## config.mk

```make
export PLATFORM = sky130hd
export DESIGN_NAME = tqvp_prism_in_cond
export DESIGN_NICKNAME = d
export VERILOG_FILES = /design/src/rtl/tqvp_prism_in_cond.sv
export SDC_FILE = /design/constraint.sdc
export NUM_CORES = 1
export LEC_CHECK = 0
export CORE_ASPECT_RATIO = 1.1
export CORE_MARGIN = 10
export CORE_UTILIZATION = 57
export DETAILED_ROUTE_END_ITERATION = 8
export DONT_BUFFER_PORTS = 1
export PLACE_DENSITY_LB_ADDON = 0.12
export SYNTH_ARGS = -nofsm -noshare
export SYNTH_HDL_FRONTEND = slang
export SYNTH_SLANG_ARGS = --single-unit
```

## constraint.sdc

```tcl
create_clock -name clk -period 1.4 [get_ports clk]
set_input_delay 0.28 -clock clk [delete_from_list [all_inputs] [get_ports clk]]
set_output_delay 0.28 -clock clk [all_outputs]
set_load 0.05 [all_outputs]
```

## src/rtl/tqvp_prism_in_cond.sv

```systemverilog
// Input conditioning in front of the PRISM FSM input bus.
// Sync, glitch filter, inversion, edge pulses and sticky flags.
module tqvp_prism_in_cond #(
    parameter int WIDTH     = 8,
    parameter int FILT_BITS = 3
) (
    input  logic                 clk,
    input  logic                 rst_n,
    input  logic [WIDTH-1:0]     ui_in,
    input  logic [WIDTH-1:0]     filt_en,
    input  logic [FILT_BITS-1:0] filt_len,
    input  logic [WIDTH-1:0]     invert,
    input  logic [WIDTH-1:0]     edge_pol,
    input  logic [WIDTH-1:0]     flag_clr,
    input  logic [WIDTH-1:0]     irq_en,
    output logic [WIDTH-1:0]     cond_data,
    output logic [WIDTH-1:0]     rise,
    output logic [WIDTH-1:0]     fall,
    output logic [WIDTH-1:0]     edge_flag,
    output logic                 irq
);

    localparam logic [FILT_BITS-1:0] CNT_ONE = FILT_BITS'(1);

    logic [WIDTH-1:0]     sync1;
    logic [WIDTH-1:0]     sync2;
    logic [WIDTH-1:0]     stable;
    logic [WIDTH-1:0]     cond_prev;
    logic                 armed;
    logic [FILT_BITS-1:0] cnt   [WIDTH];
    logic [FILT_BITS-1:0] n_len [WIDTH];
    logic [WIDTH-1:0]     sel;

    // Two-flop synchroniser for the asynchronous pin inputs.
    always_ff @(posedge clk or negedge rst_n) begin
        if (!rst_n) begin
            sync1 <= '0;
            sync2 <= '0;
        end else begin
            sync1 <= ui_in;
            sync2 <= sync1;
        end
    end

    // Effective filter length per bit; a disabled filter passes after one sample.
    always_comb begin
        for (int i = 0; i < WIDTH; i++) begin
            n_len[i] = filt_en[i] ? filt_len : '0;
        end
    end

    // Glitch filter: a change must persist for N+1 samples; >= lets a shortened
    // length take effect on the very next differing sample.
    always_ff @(posedge clk or negedge rst_n) begin
        if (!rst_n) begin
            stable <= '0;
            for (int i = 0; i < WIDTH; i++) begin
                cnt[i] <= '0;
            end
        end else begin
            for (int i = 0; i < WIDTH; i++) begin
                if (sync2[i] == stable[i]) begin
                    cnt[i] <= '0;
                end else if (cnt[i] >= n_len[i]) begin
                    stable[i] <= sync2[i];
                    cnt[i]    <= '0;
                end else begin
                    cnt[i] <= cnt[i] + CNT_ONE;
                end
            end
        end
    end

    assign cond_data = stable ^ invert;

    // Previous conditioned level and the arm bit that masks the first cycle.
    always_ff @(posedge clk or negedge rst_n) begin
        if (!rst_n) begin
            cond_prev <= '0;
            armed     <= 1'b0;
        end else begin
            cond_prev <= cond_data;
            armed     <= 1'b1;
        end
    end

    assign rise = {WIDTH{armed}} & cond_data & ~cond_prev;
    assign fall = {WIDTH{armed}} & ~cond_data & cond_prev;
    assign sel  = (edge_pol & rise) | (~edge_pol & fall);

    // Sticky flags; a new edge in the clear cycle keeps the flag set.
    always_ff @(posedge clk or negedge rst_n) begin
        if (!rst_n) begin
            edge_flag <= '0;
        end else begin
            edge_flag <= sel | (edge_flag & ~flag_clr);
        end
    end

    assign irq = |(edge_flag & irq_en);

endmodule

```

==> flow_summary.ini <==
[status]
outcome = finished with violations
failed_checks = negative hold slack, negative setup slack

[route]
first_iter_violations = 145
drcViolationCount = 0
finalWirelength_um = 10900
drtPass1Iterations = 4
antenna_violating_nets_post_route = 0
viasPerCell = 5.79
routed-via-count = 2687
post_drt_wl_per_cell_um = 23.4

[timing]
final.period_utilization_pct = 128
unrepaired_setup_endpoints_after_global_routing = true
period_needed_ns = 1.80
fin_worst_hold_slack_ns = -0.382
fmax_mhz = 556
finalWorstSetupSlack_ns = -0.398
final.setup.tns_ns = -5.87
slew_violations = 0
finalHoldViolCount = 65
setup-violations-final = 35
final.setup_skew_ns = 0.00972

[power]
irDropWorstVdd_v = 0.00150
p_per_area_nw_per_um2 = 2270
p_total_mw = 11.3
leakagePower_nw = 2.22

[placed_design]
port_buffers = 0
gpl.final_weighted_congestion = 0.781
total_placed_instance_area_um2 = 3980
dp.final_hpwl_um = 5630

[yosys]
ys_seq_elements = 65
synth_sequential_area_ratio_pct = 50.0
post_synth_inst_count = 291
asyncSetResetFlopFracSynth_pct = 100
synth-simple-area-share_pct = 16.5
ys_dominant_reg_cell = sky130_fd_sc_hd__dfrtp_1
post_synth_mux_area_share_pct = 2.77
largest_family_of_logic_cells_by_synthesized_area = simple AND/OR/NAND/NOR gates
synth_compound_gate_area_share_pct = 7.39
synth_cell_types = 23
postSynthNetCount = 376
synth_xor_area_share_pct = 8.31
top_count_cell_post_synth = sky130_fd_sc_hd__dfrtp_1
syn_area_per_cell_um2 = 11.2
synth.cell_area_um2 = 3250
most_area_consuming_cells_after_synthesis = sky130_fd_sc_hd__dfrtp_1 (50%), sky130_fd_sc_hd__ha_1 (12%), sky130_fd_sc_hd__xor2_2 (4.0%), sky130_fd_sc_hd__nand2_1 (3.7%), sky130_fd_sc_hd__nor2_1 (3.7%)
synth_enable_flop_cells = 0
synth_adder_area_share_pct = 12.3
ys_warn_count = 0
synth.top_cells.by_count = sky130_fd_sc_hd__dfrtp_1 (65), sky130_fd_sc_hd__ha_1 (32), sky130_fd_sc_hd__nand2_1 (32), sky130_fd_sc_hd__nor2_1 (32), sky130_fd_sc_hd__inv_1 (16)
yosysTopAreaCell = sky130_fd_sc_hd__dfrtp_1
synth_top_area_share_pct = 50.0

[floorplanning]
rows = 28
die_area_um2 = 9130
chipHeight_um = 99.2
start_util_pct = 59.5
floorplan.die.width_um = 92
io_pins = 86
floorplan.core_area_um2 = 5470

[layout]
final_core_util_pct = 90.9
antenna_cells = 0
filler_cell_count = 191
area.sequential_um2 = 1650
number_of_nets_in_the_layout = 469
multi_input_area_um2 = 1950
area_growth_pct = 52.8
final_design_area_no_fill_um2 = 4970
layout-drive-gt1-share_pct = 46.5

[cts]
tritoncts = done
worst_setup_hold_path_clk_slew_ns = 0.08
clock_tree.htree_level_count = 3
cts.root.buffer_cell = sky130_fd_sc_hd__clkbuf_8
cts_inserted_buffers = 9
clkSinkCount = 65
count_of_hold_buffers_inserted_by_post_cts_repair = 8
number_of_buffers_between_clock_root_and_the_deepest_sink = 2
clkLatencyLatePin_ns = 0.35

[critical_path]
arrival_ns = 1.52
critPathRequiredTime_ns = 1.12
crit_path_max_fanout = 4
r2r_cells = 5
worstSetupPathType = reg -> out
cp-start-kind = flop
worst_setup_path_end_kind = output port

[global_routing]
grt_max_degree = 66
globalRouteOverflowTotal = 0
antenna_found_initial = 0
grt_pass1_vias = 2800
groute.usage.overall_pct = 19.4
global_route_wire_length_before_repair_um = 14100

[job]
max_cap_viols = 0

[hold_path]
min-delay-path-class = in -> async
==> power by group <==
| group | switching [mW] | internal [mW] | total (mW) |
|---|---|---|---|
| Sequential | 0.603 | 2.46 | 3.06 |
| Combinational | 3.35 | 2.85 | 6.20 |
| Clock | 0.777 | 1.24 | 2.01 |
| Total | 4.73 | 6.55 | 11.3 |
==> what timing repair did <==
item                                    CTS  global route
gates cloned                              1             1
endpoints found under the hold margin    73            65
pin swaps                                19            32
endpoints found under the setup margin   33            40
gates resized for setup                  42            35
buffers inserted                         17            19
==> final timing paths <==
kind	start	end	slack, ns
max	stable[1]	rise[1]	-0.40
max in group asynchronous	rst_n	edge_flag[2]	1.66
min	rst_n	sync2[3]	-0.38
min in group clk	invert[7]	cond_prev[7]	0.05
min reg2reg	sync1[4]	sync2[4]	0.36
max reg2reg	cnt[12]	stable[3]	-0.10
==> worst max-delay path, cell delays in order, from the launching register on <==
cell                      delay (ns)
sky130_fd_sc_hd__dfrtp_2        0.46
sky130_fd_sc_hd__xor2_4         0.28
sky130_fd_sc_hd__and3b_2        0.28
sky130_fd_sc_hd__buf_12         0.15
==> final cells by class <==
class                           count  area share [%]
Multi-Input combinational cell    206            39.3
Sequential cell                    65            33.2
Timing Repair Buffer               86            19.3
Clock buffer                       10            2.77
Clock inverter                      6            2.32
Tap cell                           75            1.89
Inverter                           16            1.21
==> kinds of logic after synthesis <==
kind of cell               after synthesis
xor gates and xnor gates                24
DFF                                     65
other                                    1
and+or+nand+nor                        105
buffers and inverters                   20
muxes                                    8
adders and majority gates               32
AOI/OAI and AO/OA                       36
==> stage by stage <==
stage / std cells / hold WS [ns] / setup WS (ns)
after CTS: 444 / -0.390 / -0.284
final: 464 / -0.382 / -0.398
after global placement: 402 / -0.0135 / 0.0242
after floorplan: 291 / -0.0156 / -0.169
after detailed placement: 402 / -0.0133 / -0.0627
after global routing: 464 / -0.391 / -0.417
==> metal layers <==
layer	share of wire, %	vias up	GRT usage (%)	wire length [µm]
met1	34	1338	19.2	3750
met4	4.4	0	10.3	478
li1	-	1177	-	-
met2	53	129	34.8	5790
met5	0	-	0	0
met3	7.9	43	6.84	863
==> sequential cells by signal, summed over array words and instances, names as in the netlist <==
signal and flops:
sync1 8, sync2 8, cnt 24, edge_flag 8
stable 8, armed 1, cond_prev 8
==> cell usage in the layout (no fill, tap or decap), drive strengths merged, types with 8 or more instances in the layout <==
cell,instances
mux2,8
dfrtp,65
nand4b,8
and2,8
o211ai,8
nand2b,8
nor2b,8
dlygate4sd3,8
a21oi,8
buf,78
o311ai,8
and3b,8
xor2,16
ha,32
nand2,32
xnor2,8
clkbuf,10
inv,16
o21ai,8
nor2,32
Power figures use the tool's default switching activity.
